--- src/rtl/fetch_unit.sv ---
// RV32I instruction fetch stage: owns the PC, issues credit-limited word fetches,
// buffers in-order responses for decode and flushes stale work on a redirect.
module fetch_unit #(
    parameter int              XLEN     = 32,
    parameter logic [XLEN-1:0] RESET_PC = '0,
    parameter int              DEPTH    = 2
) (
    input  logic            clk,
    input  logic            rst,
    output logic            imem_req_valid,
    input  logic            imem_req_ready,
    output logic [XLEN-1:0] imem_req_addr,
    input  logic            imem_resp_valid,
    input  logic [31:0]     imem_resp_data,
    input  logic            redirect_valid,
    input  logic [XLEN-1:0] redirect_pc,
    output logic            inst_valid,
    input  logic            inst_ready,
    output logic [31:0]     inst,
    output logic [XLEN-1:0] inst_pc
);
    localparam int CW = $clog2(DEPTH + 1);
    localparam int PW = (DEPTH > 1) ? $clog2(DEPTH) : 1;

    localparam logic [CW:0]     CREDIT_LIMIT = (CW + 1)'(DEPTH);
    localparam logic [CW-1:0]   ONE          = CW'(1);
    localparam logic [PW-1:0]   LAST_SLOT    = PW'(DEPTH - 1);
    localparam logic [XLEN-1:0] ALIGN_MASK   = ~XLEN'(3);
    localparam logic [XLEN-1:0] START_PC     = RESET_PC & ALIGN_MASK;
    localparam logic [XLEN-1:0] PC_STEP      = XLEN'(4);

    logic [XLEN-1:0] fetch_pc, fetch_pc_next;
    logic [XLEN-1:0] resp_pc, resp_pc_next;
    logic [CW-1:0]   outstanding, outstanding_next;
    logic [CW-1:0]   drop, drop_next;
    logic [CW-1:0]   count, count_next;
    logic [PW-1:0]   head, head_next;
    logic [PW-1:0]   tail, tail_next;

    logic [31:0]     inst_mem [DEPTH];
    logic [XLEN-1:0] pc_mem   [DEPTH];

    logic            req_fire;
    logic            resp_fire;
    logic            push;
    logic            pop;
    logic [XLEN-1:0] redirect_target;

    function automatic logic [PW-1:0] advance(input logic [PW-1:0] ptr);
        return (ptr == LAST_SLOT) ? '0 : ptr + PW'(1);
    endfunction

    assign redirect_target = redirect_pc & ALIGN_MASK;

    // Buffered plus in-flight never exceeds DEPTH, so every response has a slot.
    assign imem_req_valid = !rst && !redirect_valid &&
                            (({1'b0, outstanding} + {1'b0, count}) < CREDIT_LIMIT);
    assign imem_req_addr  = fetch_pc;
    assign req_fire       = imem_req_valid && imem_req_ready;

    // A response with nothing outstanding can only be a leftover from before reset.
    assign resp_fire = imem_resp_valid && (outstanding != '0);
    assign push      = resp_fire && (drop == '0) && !redirect_valid;

    assign inst_valid = (count != '0);
    assign pop        = inst_valid && inst_ready && !redirect_valid;
    assign inst       = inst_mem[head];
    assign inst_pc    = pc_mem[head];

    always_comb begin
        outstanding_next = outstanding;
        drop_next        = drop;
        count_next       = count;
        head_next        = head;
        tail_next        = tail;
        fetch_pc_next    = fetch_pc;
        resp_pc_next     = resp_pc;

        if (req_fire && !resp_fire) begin
            outstanding_next = outstanding + ONE;
        end else if (!req_fire && resp_fire) begin
            outstanding_next = outstanding - ONE;
        end

        if (redirect_valid) begin
            // Everything still in flight after this cycle's response belongs to the old path.
            drop_next     = outstanding_next;
            count_next    = '0;
            head_next     = '0;
            tail_next     = '0;
            fetch_pc_next = redirect_target;
            resp_pc_next  = redirect_target;
        end else begin
            if (resp_fire && (drop != '0)) begin
                drop_next = drop - ONE;
            end
            if (push) begin
                resp_pc_next = resp_pc + PC_STEP;
                tail_next    = advance(tail);
            end
            if (pop) begin
                head_next = advance(head);
            end
            if (push && !pop) begin
                count_next = count + ONE;
            end else if (!push && pop) begin
                count_next = count - ONE;
            end
            if (req_fire) begin
                fetch_pc_next = fetch_pc + PC_STEP;
            end
        end
    end

    always_ff @(posedge clk) begin
        if (rst) begin
            fetch_pc    <= START_PC;
            resp_pc     <= START_PC;
            outstanding <= '0;
            drop        <= '0;
            count       <= '0;
            head        <= '0;
            tail        <= '0;
        end else begin
            fetch_pc    <= fetch_pc_next;
            resp_pc     <= resp_pc_next;
            outstanding <= outstanding_next;
            drop        <= drop_next;
            count       <= count_next;
            head        <= head_next;
            tail        <= tail_next;
        end
    end

    // Payload storage needs no reset; count alone decides what is valid.
    always_ff @(posedge clk) begin
        if (push) begin
            inst_mem[tail] <= imem_resp_data;
            pc_mem[tail]   <= resp_pc;
        end
    end

endmodule

--- config.mk ---
export PLATFORM = sky130hd
export DESIGN_NAME = fetch_unit
export DESIGN_NICKNAME = d
export VERILOG_FILES = /design/src/rtl/fetch_unit.sv
export SDC_FILE = /design/constraint.sdc
export NUM_CORES = 1
export LEC_CHECK = 0
export CAP_MARGIN = 15
export CORE_MARGIN = 5
export CORE_UTILIZATION = 39
export DETAILED_ROUTE_END_ITERATION = 8
export SLEW_MARGIN = 20
export SYNTH_ARGS = -nofsm -noshare
export SYNTH_HDL_FRONTEND = slang
export SYNTH_SLANG_ARGS = --single-unit
--- constraint.sdc ---
create_clock -name clk -period 8.8 [get_ports clk]
set_input_delay 1.32 -clock clk [delete_from_list [all_inputs] [get_ports clk]]
set_output_delay 1.32 -clock clk [all_outputs]
set_load 0.01 [all_outputs]
==> metrics.cfg <==
[run_status]
status = complete, no violations

[power]
pwr_density_cell_nw_per_um2 = 201
p_leak_nw = 3.56
p_switching_uw = 584
fin_total_pwr_mw = 2.23
p_seq_share_pct = 48.5
pwr-share-comb_pct = 16.6
intPower_mw = 1.65
sw_frac_of_total_pct = 26.2
p_clk_share_pct = 35.0
peakVddDrop_mv = 0.117

[grt]
first_global_vias = 6396
track_usage_pct = 16.9
grt_max_degree = 75
antenna_found_initial = 0
grt_pass1_wl_mm = 34.9
grt-ovfl-total = 0

[critical_path]
path_class = in -> out
rr_worst_depth = 6
startpoint_type = input port
required_ps = 7480
critPathCaptureType = output port
path_max_fanout = 43
worstPathArrival_ps = 3150

[synthesis]
syn-cell-area_um2 = 8660
synth.distinct_cells = 66
synthCells = 714
synth_area_per_cell_um2 = 12.1
yosysTopAreaCell = edfxtp_1
synth.area.top_cells = edfxtp_1 43%, dfxtp_1 16%, mux2_2 8.2%
synth_edf_count = 124
synth-seq-cells = 193
yosys_warnings = 0
synth_ff_type = edfxtp_1
async_flop_share_pct = 0
yosysTopAreaCellShare_pct = 43.0
ys_seq_area_share_pct = 59.0

[route]
wire_per_inst_um = 19.2
via_count = 6546
routed_wirelength_mm = 22.2
drc = 0
drtPass1Iterations = 5
via_per_inst = 5.68
drt-initial-drc-count = 431
ant_nets = 0

[place]
dp_cells = 1120
dpl.hpwl_mm = 15.0
routabilityCongestion = 0.900
io_buffer_count = 161

[clocking]
hold_buffers = 0
cts_tree = yes
cts_buffers = 17
numClockSinks = 193
clockBufferDepth = 2
root_buffer = clkbuf_16
insertion_delay_ps = 420
cts_resized = 0
htree_levels = 4
post-cts-setup-buffer-count = 0
clkTransAtPathRegs_ps = 70

[sta]
finalMaxSlewViolations = 0
timing_hold_violations_final = 0
worst_pin_slew_ps = 954
fin_crit_sh_pct = 50.8
skew_ps = 10.3
fin_tns_setup_ps = 0
rsz0062_at_grt = no
max_slew_margin_pct = 35.9
finalSetupViolCount = 0
period_minus_slack_ps = 4470
fmax_mhz = 224

[layout]
multi_input_area_um2 = 3310
area_delta_synth_final_pct = 28.1
num-nets-final = 935
drive_gt1_share_pct = 13.9
diodes = 0
instances_no_fill = 1152
seq_area_um2 = 5110
fillCellCount = 1876

[floorplanning]
core_um2 = 21800
die_h_um = 159
ioPinCount = 168
die_x_um = 159
die-area_um2 = 25300
initial_core_util_pct = 39.7
fp-row-count = 54

[run]
cap_violations = 0

[hold_path]
hold_class = reg -> reg
whs_path_depth = 2

-- critical path, cell delays in order --
cell and delay [ps]:
clkdlybuf4s50_1 400, buf_4 280, or2_4 380, nor3_1 170
clkdlybuf4s50_1 570
-- cell type report --
class,instances,share of cell area [%]
Timing Repair Buffer,168,15.0
Sequential cell,193,46.0
Clock buffer,17,3.84
Clock inverter,15,1.60
Tap cell,280,3.16
Multi-Input combinational cell,464,29.9
Inverter,15,0.508
-- layout by cell type, fill, tap and decap left out, types with 17 or more instances in the layout --
master / count
clkbuf_16: 17
clkdlybuf4s50_1: 160
dfxtp_1: 68
edfxtp_1: 124
mux2_2: 63
nand2_1: 53
nand3_1: 26
nand4_1: 26
nor2_1: 35
nor3_1: 19
nor4_1: 17
-- registers in the layout, summed over array words and instances (netlist names), named ones only --
name / flops
inst_mem: 64
imem_req_addr: 30
drop: 2
resp_pc: 30
pc_mem: 60
tail: 1
outstanding: 2
head: 1
count: 2
-- kinds of logic after synthesis --
| kind of cell | share of synthesized area [%] |
|---|---|
| AND/OR/NAND/NOR | 16.1 |
| buffers and inverters | 2.99 |
| flip-flops | 59.0 |
| multiplexers | 8.20 |
| XOR/XNOR | 2.02 |
| adder cells (fa/ha/maj) | 0.954 |
| other | 0.0433 |
| AO/OA/AOI/OAI | 10.8 |
-- path summary, 6_finish.rpt --
check / from / to / slack (ps)
hold reg to reg: head / head / 520
hold / removal: head / head / 520
setup / recovery: rst / imem_req_valid / 4330
setup reg to reg: count[0] / imem_req_addr[29] / 6120
-- through the flow --
stage	hold slack (ps)	area (um2)	setup slack [ps]	utilization, %
floorplan	463	8670	2010	-
global placement	493	10500	4350	48.1
detailed placement	496	10500	4320	48.1
CTS	521	11100	4310	50.8
global route	528	11100	4250	50.8
finish	518	11100	4330	50.8
-- synth_stat cells, types with 3 or more instances --
cell type,number
edfxtp_1,124
dfxtp_1,69
mux2_2,63
nand2_1,53
nor2_1,35
clkbuf_1,33
nand3_1,26
nand4_1,26
nor3_1,20
nor4_1,17
inv_1,15
a31oi_1,14
or4_1,13
and4_1,12
o31a_1,12
xnor2_1,11
a211oi_1,10
a21oi_1,10
o21a_1,10
or3_1,10
o21ai_0,9
o311ai_0,9
o31ai_1,9
xor2_1,9
a311oi_1,8
and3_1,8
o211ai_1,8
and2_1,6
a21boi_0,5
ha_1,5
buf_4,4
a2111oi_0,3
buf_1,3
buf_2,3
nand4b_1,3
nor2b_1,3
o311a_1,3
-- layer usage --
layer,vias up,global-route usage (%),part of all wire (%)
met2,333,25.1,43
met3,29,4.25,8.7
li1,3077,-,-
met1,3107,24.8,46
met4,0,4.61,1.4
met5,-,0,0
-- power by group through the flow --
| stage | Sequential [mW] | Clock, mW | Combinational, mW |
|---|---|---|---|
| 2_1_floorplan | 1.09 | 0 | 0.203 |
| 3_3_place_gp | 1.10 | 0 | 0.365 |
| 3_5_place_dp | 1.10 | 0 | 0.371 |
| 4_1_cts | 1.08 | 0.798 | 0.373 |
| 5_1_grt | 1.09 | 0.841 | 0.403 |
| 6_report | 1.08 | 0.780 | 0.370 |
No activity file was read; power rests on OpenSTA's default activity.
